`src/rtl/deadlock_monitor_pkg.sv`:
```
// -----------------------------------------------------------------------------
// deadlock_monitor_pkg
// Shared defaults for the kernel deadlock monitors. It provides the default
// status-vector widths, the default freeze threshold, and a helper that sizes
// the stall counter for a given threshold.
// -----------------------------------------------------------------------------
package deadlock_monitor_pkg;

    localparam int DEF_N_AXIS    = 14;
    localparam int DEF_N_INST    = 3;
    localparam int DEF_N_IBLK    = 1;
    localparam int DEF_THRESHOLD = 1000;

    // The counter must be able to hold values 0..threshold.
    function automatic int cnt_width(input int threshold);
        return $clog2(threshold + 1);
    endfunction

endpackage

```
`src/rtl/deadlock_stall_counter.sv`:
```
// -----------------------------------------------------------------------------
// deadlock_stall_counter
// This module counts consecutive stalled cycles and flags the cycle on which
// the count reaches THRESHOLD.
//
// Ports:
//   clock   in   rising-edge clock
//   reset   in   synchronous active-high reset; clears the count
//   stall   in   kernel frozen and blocked this cycle
//   hold    in   freeze the count (deadlock already declared)
//   expired out  combinational; the count reaches THRESHOLD on this edge
// -----------------------------------------------------------------------------
module deadlock_stall_counter
    import deadlock_monitor_pkg::*;
#(
    parameter int THRESHOLD = DEF_THRESHOLD
) (
    input  logic clock,
    input  logic reset,
    input  logic stall,
    input  logic hold,
    output logic expired
);

    localparam int               CNT_W = cnt_width(THRESHOLD);
    localparam logic [CNT_W-1:0] LAST  = CNT_W'(THRESHOLD - 1);

    logic [CNT_W-1:0] cnt_q;
    logic [CNT_W-1:0] cnt_d;

    always_comb begin
        cnt_d = cnt_q;
        if (hold) begin
            cnt_d = cnt_q;
        end else if (stall) begin
            cnt_d = cnt_q + CNT_W'(1);
        end else begin
            cnt_d = '0;
        end
    end

    // The count becomes THRESHOLD on this edge. After that, hold keeps the
    // count from moving, so it never passes THRESHOLD.
    assign expired = stall & ~hold & (cnt_q == LAST);

    always_ff @(posedge clock) begin
        if (reset) begin
            cnt_q <= '0;
        end else begin
            cnt_q <= cnt_d;
        end
    end

endmodule

```
`src/rtl/deadlock_idx0_monitor.sv`:
```
// -----------------------------------------------------------------------------
// deadlock_idx0_monitor
// This is the deadlock detector for kernel index 0. It asserts a sticky block
// flag once the kernel's status vector has stayed unchanged, with at least one
// blocking flag set, for THRESHOLD consecutive cycles.
//
// Ports:
//   clock            in   rising-edge clock
//   reset            in   synchronous active-high reset
//   axis_block_sigs  in   per-stream AXIS stalled flags   [N_AXIS]
//   inst_idle_sigs   in   per-instance ap_idle flags      [N_INST]
//   inst_block_sigs  in   per-instance blocked flags      [N_IBLK]
//   block            out  deadlock detected; registered, sticky until reset
// -----------------------------------------------------------------------------
module deadlock_idx0_monitor
    import deadlock_monitor_pkg::*;
#(
    parameter int N_AXIS    = DEF_N_AXIS,
    parameter int N_INST    = DEF_N_INST,
    parameter int N_IBLK    = DEF_N_IBLK,
    parameter int THRESHOLD = DEF_THRESHOLD
) (
    input  logic              clock,
    input  logic              reset,
    input  logic [N_AXIS-1:0] axis_block_sigs,
    input  logic [N_INST-1:0] inst_idle_sigs,
    input  logic [N_IBLK-1:0] inst_block_sigs,
    output logic              block
);

    localparam int VEC_W = N_AXIS + N_IBLK + N_INST;

    logic [VEC_W-1:0] vec;
    logic [VEC_W-1:0] prev_vec_q;
    logic             any_blk;
    logic             stall;
    logic             expired;
    logic             block_q;
    logic             block_d;

    // Idle flags are part of the vector, so an idle change breaks the freeze.
    // They never count as blocking.
    assign vec     = {axis_block_sigs, inst_block_sigs, inst_idle_sigs};
    assign any_blk = (|axis_block_sigs) | (|inst_block_sigs);

    // prev_vec resets to zero, and any_blk implies vec is nonzero. The first
    // blocked sample after reset or after a change therefore never counts.
    assign stall   = any_blk & (vec == prev_vec_q);

    deadlock_stall_counter #(
        .THRESHOLD (THRESHOLD)
    ) u_cnt (
        .clock   (clock),
        .reset   (reset),
        .stall   (stall),
        .hold    (block_q),
        .expired (expired)
    );

    assign block_d = block_q | expired;

    always_ff @(posedge clock) begin
        if (reset) begin
            prev_vec_q <= '0;
            block_q    <= 1'b0;
        end else begin
            prev_vec_q <= vec;
            block_q    <= block_d;
        end
    end

    assign block = block_q;

endmodule

```
`config.mk`:
```
export PLATFORM = sky130hd
export DESIGN_NAME = deadlock_idx0_monitor
export DESIGN_NICKNAME = d
export VERILOG_FILES = /design/src/rtl/deadlock_monitor_pkg.sv /design/src/rtl/deadlock_stall_counter.sv /design/src/rtl/deadlock_idx0_monitor.sv
export SDC_FILE = /design/constraint.sdc
export NUM_CORES = 1
export LEC_CHECK = 0
export CAP_MARGIN = 10
export CORE_ASPECT_RATIO = 0.5
export CORE_MARGIN = 5
export CORE_UTILIZATION = 40
export DETAILED_ROUTE_END_ITERATION = 7
export GPL_TIMING_DRIVEN = 0
export REMOVE_ABC_BUFFERS = 1
export SLEW_MARGIN = 40
export SYNTH_ARGS = -nofsm -noshare
export SYNTH_HDL_FRONTEND = slang
export SYNTH_SLANG_ARGS = --single-unit
export TNS_END_PERCENT = 100
```
`constraint.sdc`:
```
create_clock -name clock -period 3.5 [get_ports clock]
set_clock_uncertainty 0.15 [all_clocks]
set_input_delay 0.35 -clock clock [delete_from_list [all_inputs] [get_ports clock]]
set_output_delay 0.35 -clock clock [all_outputs]
set_load 0.005 [all_outputs]
```
==> results.txt <==
- First-iteration detailed-routing DRC count: 19
* Final TNS setup: 0 ns
- Final Non-Filler Cells: 195
- The detailed router placed ~910 vias in this run.
- Along the worst path, the maximum fanout reaches 8.
- In the final routed layout, each cell accounts on average for 11.2 microns.
* XOR/XNOR Fraction of Synth Area: 17.8%
- Dominant combinational cell family by area after synthesis: simple AND/OR/NAND/NOR gates
- The portion of synthesized area spent on multiplexers is 0.815%.
- TritonCTS built the clock tree.
- Pins Over Slew Limit: 0
- Summing the areas of all compound-gate instances in the mapped netlist gives 4.89% of the synthesized area.
- The first TritonRoute pass finished after 3 iterations.
* Crit path cell chain: clkdlybuf4s50_1 -> xor2_1 -> nor4_2 -> nand4_1 -> or3_1 -> o21ai_0
- Part of the total power dissipated in sequential elements: 51.7%
- On the worst path, the slowest cell contributes a delay of 0.48 ns.
* Overall routing resource usage: ~11%
- Number of maximum-capacitance violations: 0
* Design internal power: 512 uW
* Switching power of the nets: 157 uW
- Together, buffers and inverters on the worst path number 1.
- LEAKAGE: 0.000572 uW
* Post-synthesis share of cell area spent on full adders, half adders and majority gates: under 10%
* H-tree level count: 2
- #FFs+latches synth: 29
- Global routing finished with a remaining overflow of 0.
- In this run the clock root is driven by a sky130_fd_sc_hd__clkbuf_8.
* Count of antenna-violating nets left after detailed routing: 0
* Post-Route WL: approximately 2200 microns
- The worst setup path is of the input pin to flop kind.
* Sequential fraction of the synthesis area: a little under half
- Worst IR drop on VDD: between 0.2 and 0.25 mV
- Per report_power, the clock group accounts for 39.7% of the total.
- Final net count: 175
- Simple-gate share of the synthesized area: approximately a quarter
- Family with the most delay on the worst path: simple AND/OR/NAND/NOR gates
* Count of warnings emitted by yosys: 0
* Crit start category: input pin
- On the final layout, the worst hold slack is ~0.33 ns.
* Core box area: 2980 sq um
- The area growth from synthesis to layout is 26.0%.
- Number of vias per cell: approximately 4.7
- In the final layout, the share of cells above drive strength 1 is 7.10%.
- Largest net degree at the start of global routing: 24
- Hold bufs inserted after CTS: 0
* Status: finished clean
* Clock transition time at the flip-flop clock pins of the worst setup and hold paths: 0.06 ns
* RSZ-0062 raised after global routing: no
- Register-to-register path setup slack: 1.67 ns
- The floorplan step set the die height to 49.2 microns.
- Cells fill roughly 52% of the core in the end.
- Synthesis produced 130 cells.
* Share of power burned in combinational logic: 8.7%
- In this run the power density over the cells is 432 nW/um^2.
* Number of port buffers: 20
* Initial antenna violation count: 0
- Die Footprint: between 4000 and 5000 sq um
- Global placement routability congestion: between 0.7 and 0.8
- The number of global-route vias before repair is 807.
- No sink is reached through more buffers than the 2 on the longest clock path.
* Standard-cell rows: 14
* Buffers inserted by post-CTS timing repair: 0
- Hold Fails Final Rpt: 0
- Clock latency of the later-clocked register in the worst-skew pair: 0.28 ns
* Hold Path Class: input pin to flop
- Setup violations remaining at the end of the flow were counted as 0.
* FILL cells: 283
* Switch share: 23.4%
- The number of placed instances, taps included, is 187.
* Count of cell types in the netlist: 22
- In this run the tightest slew margin relative to its limit is a little under two thirds.
* CTS Buf Count: 5
- DP Wirelength: 1540 microns
* Worst path slowest cell: sky130_fd_sc_hd__or3_1
- Number of resized instances in the post-cts repair step: 0
- Based on the critical path, the design can be clocked at up to 479 MHz.
- Combined area of all synthesized cells: 1230 sq um
- Number of primary I/O pins: 21
- The clock net in this run drives a total of 29 sinks.
* Die span in x: between 80 and 90 microns
* Element type at the critical path end: flop
- At the pin with the least slew margin, the transition time is 0.545 ns.
- Post-route fraction of the period consumed by the critical path: 59.6%
* First-pass GRT wire length: 3580 microns
- The worst path in the final design needs a cycle of 2.09 ns, including I/O delays and setup.
- The number of antenna diodes in the final layout is 0.
- For this run, design rule violations remaining after detail routing come to 0.
- At the worst endpoint, the required time is about 3.6 ns.
* Initial core utilization: between 40% and 50%
- STA puts the critical path data arrival time at 2.14 ns.
- Dividing the synthesized area by the synthesized cell count gives between 9 and 10 sq um.
## sequential cells by signal, indices dropped and copies added, names as in the netlist
signal	count
block	1
prev_vec_q	18
u_cnt.cnt_q	10
## Yosys cell counts (all sizes together)
| master | number | share of area (%) |
|---|---|---|
| a21oi | 2 | 0.81 |
| and3 | 4 | 2.0 |
| buf | 1 | 0.41 |
| clkbuf | 2 | 0.61 |
| dfxtp | 29 | 47 |
| ha | 1 | 1.0 |
| inv | 2 | 0.61 |
| mux2i | 1 | 0.81 |
| nand2 | 13 | 4.0 |
| nand3 | 3 | 1.2 |
| nand4 | 3 | 1.5 |
| nor2 | 4 | 1.2 |
| nor2b | 18 | 9.2 |
| nor3 | 3 | 1.2 |
| nor4 | 7 | 4.6 |
| o21ai | 8 | 3.3 |
| o2bb2a | 1 | 0.81 |
| or3 | 2 | 1.0 |
| or4 | 1 | 0.61 |
| xnor2 | 5 | 3.6 |
| xor2 | 20 | 14 |
## final timing paths
| check | startpoint | end | depth (start not counted) |
|---|---|---|---|
| worst max-delay path | axis_block_sigs[13] | u_cnt.cnt_q[7] | 6 |
| worst min-delay path | reset | prev_vec_q[13] | 2 |
| worst max register to register | prev_vec_q[17] | u_cnt.cnt_q[7] | 5 |
| worst min register to register | u_cnt.cnt_q[8] | u_cnt.cnt_q[8] | 2 |
## metal layers
metal	wire (microns)	up-vias	GRT usage [%]
met5	0	-	0
met4	31	0	6.78
met3	84	6	4.05
met2	968	13	14.8
met1	1110	407	14.2
li1	-	481	-
## per-stage QoR
step	power, uW	setup slack, ns	instance area, sq um
after detailed placement	412	1.13	1470
after global routing	698	1.25	1550
final	669	1.41	1550
after CTS	681	1.41	1550
after global placement	411	1.09	1470
after floorplan	377	1.76	1220
## power groups by stage
stage	registers [uW]	clock network, uW	logic (uW)
6_report	345	265	58.0
2_1_floorplan	352	0	24.7
4_1_cts	345	276	59.5
3_3_place_gp	353	0	58.8
5_1_grt	346	288	63.9
3_5_place_dp	353	0	59.1
## cell type report
type,count,area (sq um),area share [%]
clock buffers,5,68.8,4.45
clock inverters,3,17.5,1.13
repair buffers,20,195,12.6
multi-input cells,96,628,40.6
inverters,2,7.51,0.485
flip-flops and latches,29,581,37.5
well taps,40,50.0,3.23
## logic make-up (layout without fill, tap and decap cells)
kind of cell / after synthesis / in the layout
AOI/OAI and AO/OA: 11 / 11
DFF: 29 / 29
adders and majority gates: 1 / 1
muxes: 1 / 1
and+or+nand+nor: 58 / 58
buffers and inverters: 5 / 30
xor gates and xnor gates: 25 / 25
## cell usage in the layout, fill, tap and decap left out, types with 3 or more instances in the layout
cell type	n
sky130_fd_sc_hd__and3_1	4
sky130_fd_sc_hd__clkbuf_8	5
sky130_fd_sc_hd__clkdlybuf4s50_1	19
sky130_fd_sc_hd__dfxtp_1	29
sky130_fd_sc_hd__nand2_1	13
sky130_fd_sc_hd__nand3_1	3
sky130_fd_sc_hd__nand4_1	3
sky130_fd_sc_hd__nor2_1	4
sky130_fd_sc_hd__nor2b_1	18
sky130_fd_sc_hd__nor3_1	3
sky130_fd_sc_hd__nor4_1	5
sky130_fd_sc_hd__o21ai_0	8
sky130_fd_sc_hd__xnor2_1	5
sky130_fd_sc_hd__xor2_1	20
(Power assumes the default switching activity.)
